`config.mk`:
```
export PLATFORM = sky130hd
export DESIGN_NAME = incr_result_fifo_flat
export DESIGN_NICKNAME = d
export VERILOG_FILES = /design/src/rtl/incr_result_fifo_if.sv /design/src/rtl/incr_result_fifo.sv /design/src/flat_wrapper.sv
export SDC_FILE = /design/constraint.sdc
export NUM_CORES = 1
export LEC_CHECK = 0
export ABC_CLOCK_PERIOD_IN_PS = 2600
export CAP_MARGIN = 40
export CORE_ASPECT_RATIO = 0.6
export CORE_UTILIZATION = 53
export CTS_CLUSTER_SIZE = 24
export DETAILED_ROUTE_END_ITERATION = 8
export PLACE_DENSITY = 0.86
export SYNTH_ARGS = -nofsm -noshare
export SYNTH_HDL_FRONTEND = slang
export SYNTH_SLANG_ARGS = --single-unit
```
`constraint.sdc`:
```
create_clock -name clk -period 2.6 [get_ports clk]
set_clock_uncertainty 0.05 [all_clocks]
set_input_delay 0.78 -clock clk [delete_from_list [all_inputs] [get_ports clk]]
set_output_delay 0.78 -clock clk [all_outputs]
set_load 0.02 [all_outputs]
```
`src/rtl/incr_result_fifo_if.sv`:
```
// Ready/valid stream bundle between the increment stage, the result FIFO and its consumer.
// The upstream half (in_*) carries no ready; the downstream half is a full handshake.
interface incr_result_fifo_if #(
    parameter int DATA_W = 8
);
    logic [DATA_W-1:0] in_data;
    logic              in_valid;
    logic [DATA_W-1:0] out_data;
    logic              out_valid;
    logic              out_ready;

    modport master (
        output in_data, in_valid, out_ready,
        input  out_data, out_valid
    );

    modport slave (
        input  in_data, in_valid, out_ready,
        output out_data, out_valid
    );
endinterface

```
`src/rtl/incr_result_fifo.sv`:
```
// First-word-fall-through buffer for the increment stage's result stream.
// It counts accepted words and raises a sticky flag when a word is dropped because the FIFO is full.
module incr_result_fifo #(
    parameter int DATA_W = 8,
    parameter int DEPTH  = 4,
    parameter int CNT_W  = 16,
    localparam int LVL_W = $clog2(DEPTH + 1),
    localparam int PTR_W = $clog2(DEPTH)
) (
    input  logic             clk,
    input  logic             reset_n,
    incr_result_fifo_if.slave bus,
    output logic [LVL_W-1:0] level,
    output logic             overflow,
    output logic [CNT_W-1:0] accept_cnt
);
    logic [DATA_W-1:0] mem [DEPTH];
    logic [PTR_W-1:0]  wptr, rptr;
    logic              full, pop, push, drop;

    always_comb begin
        full = (level == LVL_W'(DEPTH));
        pop  = bus.out_valid & bus.out_ready;
        // A pop in the same cycle frees a slot, so a full FIFO can still accept.
        push = bus.in_valid & (~full | pop);
        drop = bus.in_valid & full & ~pop;
    end

    assign bus.out_valid = (level != '0);
    assign bus.out_data  = bus.out_valid ? mem[rptr] : '0;

    always_ff @(posedge clk) begin
        if (push) mem[wptr] <= bus.in_data;
    end

    always_ff @(posedge clk or negedge reset_n) begin
        if (!reset_n) begin
            wptr       <= '0;
            rptr       <= '0;
            level      <= '0;
            overflow   <= 1'b0;
            accept_cnt <= '0;
        end else begin
            if (push) begin
                wptr       <= wptr + 1'b1;
                accept_cnt <= accept_cnt + 1'b1;
            end
            if (pop) rptr <= rptr + 1'b1;
            case ({push, pop})
                2'b10:   level <= level + 1'b1;
                2'b01:   level <= level - 1'b1;
                default: level <= level;
            endcase
            if (drop) overflow <= 1'b1;
        end
    end
endmodule

```
`src/flat_wrapper.sv`:
```
// flat-port wrapper written by rule: the top's interface ports become plain ports
module incr_result_fifo_flat 
#(
    parameter int DATA_W = 8,
    parameter int DEPTH  = 4,
    parameter int CNT_W  = 16,
    localparam int LVL_W = $clog2(DEPTH + 1),
    localparam int PTR_W = $clog2(DEPTH)
)
  (clk, reset_n, level, overflow, accept_cnt, bus_in_data, bus_in_valid, bus_out_ready, bus_out_data, bus_out_valid);
  incr_result_fifo_if #(.DATA_W(DATA_W)) bus_i ();
  input  logic clk;
  input  logic reset_n;
  output logic [LVL_W-1:0] level;
  output logic overflow;
  output logic [CNT_W-1:0] accept_cnt;
  input wire logic [$bits(bus_i.in_data)-1:0] bus_in_data;
  input wire logic [$bits(bus_i.in_valid)-1:0] bus_in_valid;
  input wire logic [$bits(bus_i.out_ready)-1:0] bus_out_ready;
  output wire logic [$bits(bus_i.out_data)-1:0] bus_out_data;
  output wire logic [$bits(bus_i.out_valid)-1:0] bus_out_valid;
  assign bus_i.in_data = bus_in_data;
  assign bus_i.in_valid = bus_in_valid;
  assign bus_i.out_ready = bus_out_ready;
  assign bus_out_data = bus_i.out_data;
  assign bus_out_valid = bus_i.out_valid;
  incr_result_fifo #(.DATA_W(DATA_W), .DEPTH(DEPTH), .CNT_W(CNT_W)) u_core (.clk(clk), .reset_n(reset_n), .bus(bus_i), .level(level), .overflow(overflow), .accept_cnt(accept_cnt));
endmodule
```
==> impl_metrics.sql, run 1 <==
INSERT INTO impl_metrics (metric_group, metric, value, unit) VALUES
('timing', 'totalNegativeSetupSlack', '0', 'ns'),
('yosys', 'synth_area_leader_cell', 'sky130_fd_sc_hd__edfxtp_1', ''),
('cells_and_area', 'layout.cells.most_common', 'sky130_fd_sc_hd__edfxtp_1', ''),
('routing', 'highest_layer', 'met4', ''),
('worst_setup_path', 'max_stage_delay', '0.50', 'ns'),
('cts', 'cts.repair_timing.setup_buffer_count', '0', ''),
('global_route', 'first_global_vias', '1526', ''),
('yosys', 'mappedNetlistNets', '189', ''),
('routing', 'met3_wirelength', '344', 'um'),
('yosys', 'post-synth-top-area-fraction', '38.48', '%'),
('die', 'core_rows', '18', ''),
('power_and_ir_drop', 'total_switching_power', '1.260', 'mW'),
('cells_and_area', 'seqCellArea', '0.001562', 'mm2'),
('yosys', 'yosysSeqAreaShare', '62.53', '%'),
('cts', 'cts_root_buffer', 'sky130_fd_sc_hd__clkbuf_8', ''),
('die', 'die_height', '55.17', 'um'),
('cells_and_area', 'drive_above_1_share', '18.83', '%'),
('place', 'port-buffer-count', '40', ''),
('routing', 'totalWireLength', '5171', 'um'),
('yosys', 'ys_top_cells_by_area', 'sky130_fd_sc_hd__edfxtp_1 38%, sky130_fd_sc_hd__dfrtp_1 24%, sky130_fd_sc_hd__mux4_2 7.2%, sky130_fd_sc_hd__xnor2_1 4.6%, sky130_fd_sc_hd__and2_1 3.0%', ''),
('worst_setup_path', 'timing.critical_path.cells', 'buf_12 > mux4_2 > and2_1 > buf_2', ''),
('routing', 'routedWlPerCell', '18.27', 'um'),
('global_route', 'number_of_antenna_violations_at_the_first_check_in_global_routing', '0', ''),
('worst_setup_path', 'worstPathArrival', '1.70', 'ns'),
('cells_and_area', 'insertedDiodeCount', '0', ''),
('routing', 'drt_first_iter_violations', '90', ''),
('yosys', 'synth_cell_type_count', '36', ''),
('cells_and_area', 'layout-area-overhead-vs-synth', '24.30', '%'),
('cells_and_area', 'stdcell_count', '283', ''),
('worst_setup_path', 'reg2reg_from', 'u_core.level[2]', ''),
('cts', 'clkTransAtPathRegs', '0.10', 'ns'),
('yosys', 'post_synthesis_simple_gate_area_fraction', '13.63', '%'),
('place', 'placed_cells_incl_taps', '275', ''),
('cts', 'holdBufCountCts', '0', ''),
('worst_setup_path', 'worstSetupStartpointType', 'register', ''),
('routing', 'drt_drc_violations_left', '0', ''),
('worst_setup_path', 'setup.reg_to_reg.worst_slack', '0.62', 'ns'),
('routing', 'postRouteAntennaNets', '0', ''),
('worst_setup_path', 'crit_buf_inv', '2', ''),
('power_and_ir_drop', 'pwr-share-clk', '16.6', '%'),
('run_status', 'run_status', 'completed', ''),
('place', 'gp_congestion', '0.8578', ''),
('yosys', 'post_synth_instance_area', '0.002497', 'mm2'),
('cts', 'ctsHtreeMaxLevel', '2', ''),
('place', 'dp.final_hpwl', '3629', 'um'),
('worst_setup_path', 'reg_to_reg_critical_path_endpoint', 'u_core.level[1]', ''),
('die', 'pin_count', '41', ''),
('power_and_ir_drop', 'p_sw_share', '36.91', '%'),
('yosys', 'synth_top_family_by_area', 'simple AND/OR/NAND/NOR gates', ''),
('cts', 'clock-sinks', '56', ''),
('power_and_ir_drop', 'intPower', '2.154', 'mW'),
('cells_and_area', 'final_cell_area', '0.003104', 'mm2'),
('cells_and_area', 'filler_cells', '290', ''),
('place', 'postPlaceCellArea', '0.003029', 'mm2'),
('worst_setup_path', 'timing.setup.critical_path_class', 'register to output port', ''),
('worst_hold_path', 'timing.hold.worst.class', 'register to register', ''),
('power_and_ir_drop', 'p_leak', '1.206', 'nW'),
('worst_hold_path', 'hold_depth', '1', ''),
('worst_setup_path', 'beginning_of_the_critical_path', 'u_core.rptr[0]', ''),
('cells_and_area', 'commonest_non_fill_non_tap_cells_in_the_layout', '32 x sky130_fd_sc_hd__edfxtp_1, 31 x sky130_fd_sc_hd__clkdlybuf4s50_1, 24 x sky130_fd_sc_hd__dfrtp_1', ''),
('yosys', 'synth.yosys.warnings', '0', ''),
('routing', 'avgViaCountPerCell', '5.473', ''),
('global_route', 'pin_count_of_the_biggest_net_entering_global_routing', '25', ''),
('power_and_ir_drop', 'comb_power_share', '43.6', '%'),
('cts', 'tritoncts', 'yes', ''),
('yosys', 'fraction_of_the_mapped_netlist_area_in_compound_gates', '2.806', '%'),
('cts', 'count_of_instances_resized_after_the_clock_tree_is_built', '29', ''),
('routing', 'vias_after_detailed_routing', '1549', ''),
('cts', 'worstSkewPairLatency', '0.31', 'ns'),
('cts', 'clock_path_buffers', '2', ''),
('timing', 'rsz0062_at_grt', 'false', '');
## flip-flops by register name, indices dropped and copies added (netlist names)
name	cells
u_core.mem	32
u_core.level	3
u_core.overflow	1
u_core.rptr	2
u_core.accept_cnt	16
u_core.wptr	2
## routing by layer
layer | GRT usage, % | vias to the layer above
met1 | 29.37 | 762
met5 | 0 | -
met3 | 5.328 | 8
met2 | 37.50 | 56
li1 | - | 723
met4 | 9.140 | 0
## worst max-delay path by stage
stage | endpoint | cells after the start
2_1_floorplan | bus_out_data[0] | 4
3_3_place_gp | u_core.level[2] | 7
3_5_place_dp | u_core.level[2] | 7
4_1_cts | bus_out_data[7] | 4
5_1_grt | bus_out_data[0] | 4
6_report | bus_out_data[0] | 4
## cells by family after synthesis
kind of cell / count (synthesis)
XOR/XNOR: 19
AO/OA/AOI/OAI: 11
buffers and inverters: 14
adder cells (fa/ha/maj): 6
flip-flops: 56
multiplexers: 11
AND/OR/NAND/NOR: 54
## metrics by stage
step / util, % / worst slack (ns) / hold WS, ns
floorplan: - / 0.2621 / 0.4344
global placement: 70.42 / 0.06332 / 0.3936
detailed placement: 70.42 / -0.05022 / 0.4206
CTS: 72.89 / 0.004119 / 0.4377
global route: 72.16 / 0.01473 / 0.4694
finish: 72.16 / 0.07299 / 0.4408
## Yosys cell counts
library cell                instances
sky130_fd_sc_hd__edfxtp_1          32
sky130_fd_sc_hd__dfrtp_1           24
sky130_fd_sc_hd__xnor2_1           13
sky130_fd_sc_hd__and2_1            12
sky130_fd_sc_hd__nand2_1            9
sky130_fd_sc_hd__mux4_2             8
sky130_fd_sc_hd__inv_1              7
sky130_fd_sc_hd__nand3_1            7
sky130_fd_sc_hd__nand4_1            6
sky130_fd_sc_hd__xor2_1             6
sky130_fd_sc_hd__ha_1               5
sky130_fd_sc_hd__nor2_1             5
sky130_fd_sc_hd__nor3_1             5
sky130_fd_sc_hd__buf_2              4
sky130_fd_sc_hd__o21ai_0            4
sky130_fd_sc_hd__a21oi_1            2
sky130_fd_sc_hd__clkbuf_1           2
sky130_fd_sc_hd__mux2i_1            2
sky130_fd_sc_hd__a211oi_1           1
sky130_fd_sc_hd__a21o_1             1
sky130_fd_sc_hd__a22oi_1            1
sky130_fd_sc_hd__a2bb2oi_1          1
sky130_fd_sc_hd__a32oi_1            1
sky130_fd_sc_hd__and3_1             1
sky130_fd_sc_hd__and4_1             1
sky130_fd_sc_hd__buf_6              1
sky130_fd_sc_hd__fa_1               1
sky130_fd_sc_hd__mux2_2             1
sky130_fd_sc_hd__nand4b_4           1
sky130_fd_sc_hd__nor2_2             1
sky130_fd_sc_hd__nor2b_1            1
sky130_fd_sc_hd__nor4_1             1
sky130_fd_sc_hd__nor4_4             1
sky130_fd_sc_hd__nor4b_4            1
sky130_fd_sc_hd__or2_2              1
sky130_fd_sc_hd__or3_1              1
## final cells by class
class / instances / share of cell area, %
repair buffers: 51 / 14.63
clock inverters: 3 / 1.370
well taps: 60 / 2.418
inverters: 7 / 0.8464
flip-flops and latches: 56 / 50.30
clock buffers: 5 / 2.217
multi-input cells: 101 / 28.21
## power by group through the flow
stage	clock network [mW]	logic [mW]	registers, mW
after floorplan	0	0.814	1.44
after global placement	0	1.50	1.35
after detailed placement	0	1.57	1.38
after CTS	0.570	1.54	1.36
after global routing	0.604	1.59	1.39
final	0.566	1.49	1.36
Power figures use the tool's default switching activity.
==> inputs of run 2 (changes only) <==
- PLACE_DENSITY: 0.86 -> 0.87
==> impl_metrics.sql, run 2 (synthesis gave the netlist of run 1 again) <==
INSERT INTO impl_metrics (metric_group, metric, value, unit) VALUES
('die', 'die_height', '55.17', 'um'),
('timing', 'final_min_period_over_clock_period', '96.70', '%'),
('die', 'design.core.area', '0.004302', 'mm2'),
('routing', 'vias_after_detailed_routing', '1615', ''),
('timing', 'final_hold_violation_count', '0', ''),
('power_and_ir_drop', 'power_density', '1065', 'mW/mm2'),
('die', 'die-area', '0.005000', 'mm2'),
('place', 'pre_cts_slack', '-0.03534', 'ns'),
('cells_and_area', 'layout.cells.most_common', 'sky130_fd_sc_hd__edfxtp_1', ''),
('job', 'drv.max_cap_violation_count', '0', ''),
('cells_and_area', 'largest_register_ff_count', '32', ''),
('power_and_ir_drop', 'power.sequential.fraction', '41.6', '%'),
('place', 'gp_congestion', '0.7305', ''),
('timing', 'layout_setup_ws', '0.08574', 'ns'),
('cts', 'clock_path_buffers', '2', ''),
('die', 'initial_utilization', '58.06', '%'),
('timing', 'totalNegativeSetupSlack', '0', 'ns'),
('worst_setup_path', 'setup.worst_path.end_class', 'output port', ''),
('routing', 'drt_drc_violations_left', '0', ''),
('cells_and_area', 'layout-area-overhead-vs-synth', '22.70', '%'),
('global_route', 'first_pass_grt_wire_length', '7783', 'um'),
('timing', 'report.final.setup_viol', '0', ''),
('global_route', 'first_global_vias', '1568', ''),
('power_and_ir_drop', 'p_total', '3.264', 'mW'),
('cells_and_area', 'drive_above_1_share', '17.12', '%'),
('cells_and_area', 'num-nets-final', '239', ''),
('global_route', 'pin_count_of_the_biggest_net_entering_global_routing', '25', ''),
('cells_and_area', 'insertedDiodeCount', '0', ''),
('power_and_ir_drop', 'comb_power_share', '44.5', '%'),
('die', 'pin_count', '41', ''),
('cells_and_area', 'filler_cells', '279', ''),
('power_and_ir_drop', 'vdd_ir_drop_max', '0.5911', 'mV'),
('worst_setup_path', 'critPathRequiredTime', '1.77', 'ns'),
('worst_setup_path', 'worstPathArrival', '1.68', 'ns'),
('cts', 'worstSkewPairLatency', '0.31', 'ns'),
('power_and_ir_drop', 'intPower', '2.039', 'mW'),
('worst_setup_path', 'worstSetupStartpointType', 'register', ''),
('timing', 'tightest_slew', '0.4536', 'ns'),
('worst_setup_path', 'largest_fanout_on_the_critical_path', '10', ''),
('global_route', 'met3_usage_grt', '4.781', '%'),
('timing', 'finalCriticalPeriod', '2.514', 'ns'),
('power_and_ir_drop', 'p_leak', '1.184', 'nW'),
('global_route', 'global_route.overflow_total', '0', ''),
('global_route', 'number_of_antenna_violations_at_the_first_check_in_global_routing', '0', ''),
('place', 'postPlaceCellArea', '0.003022', 'mm2'),
('cells_and_area', 'stdcell_count', '282', ''),
('power_and_ir_drop', 'p_sw_share', '37.54', '%'),
('run_status', 'run_status', 'completed', ''),
('worst_setup_path', 'timing.setup.critical_path_class', 'register to output port', ''),
('cells_and_area', 'registers.top_by_ff_count', 'u_core.mem', ''),
('power_and_ir_drop', 'pwr-share-clk', '13.9', '%'),
('power_and_ir_drop', 'total_switching_power', '1.225', 'mW'),
('cts', 'tritoncts', 'yes', ''),
('global_route', 'groute.usage.overall', '21.61', '%'),
('timing', 'hold_slack', '0.4272', 'ns'),
('global_route', 'globalRouteMet2Util', '36.99', '%'),
('cells_and_area', 'commonest_non_fill_non_tap_cells_in_the_layout', '32 x sky130_fd_sc_hd__edfxtp_1, 31 x sky130_fd_sc_hd__clkdlybuf4s50_1, 24 x sky130_fd_sc_hd__dfrtp_1', ''),
('routing', 'postRouteAntennaNets', '0', ''),
('cells_and_area', 'registers_with_the_highest_flip_flop_counts', 'u_core.mem (32), u_core.accept_cnt (16), u_core.level (3)', ''),
('routing', 'totalWireLength', '4909', 'um'),
('die', 'die_w', '90.62', 'um'),
('cts', 'clock-sinks', '56', ''),
('worst_hold_path', 'timing.hold.worst.class', 'register to register', ''),
('place', 'port-buffer-count', '40', ''),
('timing', 'rsz0062_at_grt', 'false', ''),
('cells_and_area', 'final_core_utilization', '71.23', '%'),
('cts', 'ctsHtreeMaxLevel', '2', ''),
('routing', 'drt_pre_antenna_iters', '4', ''),
('routing', 'avgViaCountPerCell', '5.727', ''),
('cts', 'cts_made_buffers', '5', ''),
('timing', 'worst_slew_margin_rel', '69.76', '%'),
('routing', 'routedWlPerCell', '17.41', 'um'),
('cts', 'cts_root_buffer', 'sky130_fd_sc_hd__clkbuf_8', ''),
('die', 'core_rows', '18', ''),
('cells_and_area', 'final_cell_area', '0.003064', 'mm2'),
('timing', 'fmax', '397.7', 'MHz'),
('global_route', 'grt_use_met1', '27.51', '%'),
('global_route', 'grt_most_used_layer', 'met2', ''),
('timing', 'final-max-slew-violation-count', '0', ''),
('cts', 'clkTransAtPathRegs', '0.10', 'ns'),
('place', 'dp.final_hpwl', '3541', 'um'),
('place', 'placed_cells_incl_taps', '274', ''),
('routing', 'drt_first_iter_violations', '54', '');
==> run 2: changes by cell type in the layout (fill, tap and decap cells not counted), sizes merged <==
cell	delta
bufinv	-1
buf	-1
clkbuf	+1
==> run 2: area by class of cell <==
type | count | area (um2) | area share [%]
inverters | 7 | 26.28 | 0.8575
flip-flops and latches | 56 | 1562 | 50.96
multi-input cells | 101 | 870.8 | 28.42
clock inverters | 2 | 11.26 | 0.3675
well taps | 60 | 75.07 | 2.450
clock buffers | 6 | 72.57 | 2.368
repair buffers | 50 | 446.7 | 14.58
==> run 2: power by group through the flow <==
stage               Sequential (mW)  Combinational, mW  Clock (mW)
finish                         1.36               1.45       0.454
global route                   1.38               1.56       0.494
CTS                            1.35               1.51       0.459
detailed placement             1.37               1.55           0
global placement               1.35               1.48           0
floorplan                      1.44              0.814           0
==> run 2: routing by layer <==
layer | up-vias | share of wire [%]
met5 | - | 0
met4 | 0 | 1.8
met3 | 13 | 5.9
met2 | 69 | 50
met1 | 814 | 43
li1 | 719 | -
==> run 2: final timing paths <==
| check | cells after the start | slack (ns) | start | end |
|---|---|---|---|---|
| min in group asynchronous | 2 | 0.78 | reset_n | u_core.level[0] |
| setup / recovery | 4 | 0.09 | u_core.rptr[0] | bus_out_data[6] |
| hold reg to reg | 1 | 0.43 | u_core.overflow | u_core.overflow |
| setup reg to reg | 5 | 0.54 | u_core.level[2] | u_core.level[1] |
| max in group asynchronous | 2 | 1.48 | reset_n | u_core.accept_cnt[5] |
| hold / removal | 1 | 0.43 | u_core.overflow | u_core.overflow |
==> run 2: repair_timing <==
action                                  4_1_cts  5_1_grt
endpoints found under the setup margin        9        7
endpoints found under the hold margin         0        0
buffers inserted                              0        0
hold buffers                                  0        0
gates resized for setup                      26        7
==> run 2: critical path: stages (launching register included) <==
cell and delay, ns:
sky130_fd_sc_hd__dfrtp_1 0.39, sky130_fd_sc_hd__buf_12 0.16, sky130_fd_sc_hd__mux4_2 0.49, sky130_fd_sc_hd__and2_1 0.18, sky130_fd_sc_hd__buf_2 0.16
==> edit (flow settings as in run 2) <==
Put one more register stage on the output `accept_cnt`, without a reset. The value now appears one clock later. The other outputs are not delayed to match.
--- a/src/rtl/incr_result_fifo.sv
+++ b/src/rtl/incr_result_fifo.sv
@@ -15,4 +15,6 @@
     output logic [CNT_W-1:0] accept_cnt
 );
+
+    logic [CNT_W-1:0] accept_cnt_s0;
     logic [DATA_W-1:0] mem [DEPTH];
     logic [PTR_W-1:0]  wptr, rptr;
@@ -40,9 +42,9 @@
             level      <= '0;
             overflow   <= 1'b0;
-            accept_cnt <= '0;
+            accept_cnt_s0 <= '0;
         end else begin
             if (push) begin
                 wptr       <= wptr + 1'b1;
-                accept_cnt <= accept_cnt + 1'b1;
+                accept_cnt_s0 <= accept_cnt_s0 + 1'b1;
             end
             if (pop) rptr <= rptr + 1'b1;
@@ -55,4 +57,8 @@
         end
     end
+    always_ff @(posedge clk) begin
+        accept_cnt <= accept_cnt_s0;
+    end
+
 endmodule
 
Check against the original RTL: not equivalent (Yosys sat finds a counterexample within 4 cycles, from zero or initial values and one cycle with reset_n low).
==> edit against run 2 <==
- via count is 0.87% higher
- synthesized cell count is 5.8% higher
- synthesized area is 11% higher
- routed wire length is 1.7% higher
- worst hold slack worse by 0.068 ns
- register-to-register slack worse by 0.25 ns
- cell area is 16% higher
- power is 25% higher
- clock power is 110% higher
- sequential cell count is 16 higher
- setup slack worse by 0.039 ns
- critical path type unchanged
- highest routed layer unchanged
==> edit: results (changes against run 2) <==
metric	value	unit	change
global placement routability congestion	0.746		+2.2%
Final Net Count	255		+6.7%
hold path startpoint	u_core.accept_cnt_s0[15]		
multiplexer area fraction after synthesis	0.0727		-0.0120
upper clock frequency limit	392	MHz	-1.5%
Clock buffer cells	14		+8
Non-CTS buffers	53		+6.0%
worst endpoint data arrival time	1.72	ns	+0.04 ns
slew at the pin closest to its max-slew limit	0.437	ns	-0.0167 ns
number of cells upsized or downsized after cts	32		+23%
worst-case hold path end point	u_core.accept_cnt[15]		
total core area	4800	sq um	+12%
clock latency reported for the late side of the worst-skew pair	0.34	ns	+0.03 ns
Initial DRC Count	65		+20%
wire length of the first global-routing pass	8040	microns	+3.3%
critical path fanouts, max	5		-5
ranking of synthesized cells by area	sky130_fd_sc_hd__edfxtp_1 (35%), sky130_fd_sc_hd__dfrtp_1 (22%), sky130_fd_sc_hd__dfxtp_1 (12%)		
total global-route track usage	0.207		-0.00865
worst hold slack across all endpoints	0.359	ns	-0.0684 ns
Regs by FF count	u_core.mem (32), u_core.accept_cnt (16), u_core.accept_cnt_s0 (16)		
total vias in the final route	1629		+0.87%
Detailed Place HPWL	3310	microns	-6.5%
adder-cell share of the synthesized area	0.0298		-0.00326
start of the worst register-to-register path	u_core.level[0]		
status	completed		
first-pass iteration count of the detailed router	5		+1
maximum level of the CTS H-tree	3		+1
Non-CTS inverters	6		-1
number of synthesized register bits	72		+29%
layout cell share with drive strength beyond 1	0.215		+0.0437
post-synth net total	199		+5.3%
Netlist cell types	39		+8.3%
hold depth	0		-1
clock slew seen by the registers of the worst setup and hold paths	0.07	ns	-0.03 ns
overall routed net length	4990	microns	+1.7%
setup slack on the worst flop-to-flop path	0.29	ns	-0.25 ns
leakage power figure	0.00141	uW	+19%
commonest cells in the synthesized netlist	sky130_fd_sc_hd__edfxtp_1 (32), sky130_fd_sc_hd__dfrtp_1 (24), sky130_fd_sc_hd__dfxtp_1 (16)		
layout buffering overhead excluding clock cells	0.139		-0.00675
fill count	292		+4.7%
fraction of the mapped netlist area in compound gates	0.0280		-0.0000525
worst slack at placement	-0.188	ns	-0.152 ns
clock network area share	0.0670		+0.0397
[edit: cell count changes in the layout (fill, tap and decap cells not counted), moves of 2 or more]
cell,before,now
sky130_fd_sc_hd__dfxtp_1,0,16
sky130_fd_sc_hd__clkbuf_8,5,11
sky130_fd_sc_hd__nor3_1,5,0
sky130_fd_sc_hd__clkbuf_16,0,4
sky130_fd_sc_hd__nand3_1,7,4
sky130_fd_sc_hd__a31oi_1,0,2
sky130_fd_sc_hd__buf_4,9,11
sky130_fd_sc_hd__nand2_1,9,7
sky130_fd_sc_hd__nand4_1,6,8
[edit: metal layers]
layer / GRT usage / vias up / share of wire
met1: 0.277 / 820 / 0.48
met2: 0.310 / 40 / 0.46
met5: 0 / - / 0
met4: 0.102 / 0 / 0.016
li1: - / 760 / -
met3: 0.0682 / 9 / 0.040
[edit: power groups by stage]
stage	Clock [uW]	Sequential, uW	Combinational (uW)
floorplan	0	1700	800
finish	964	1650	1450
detailed placement	0	1660	1480
global placement	0	1640	1450
CTS	985	1640	1410
global route	1030	1670	1570
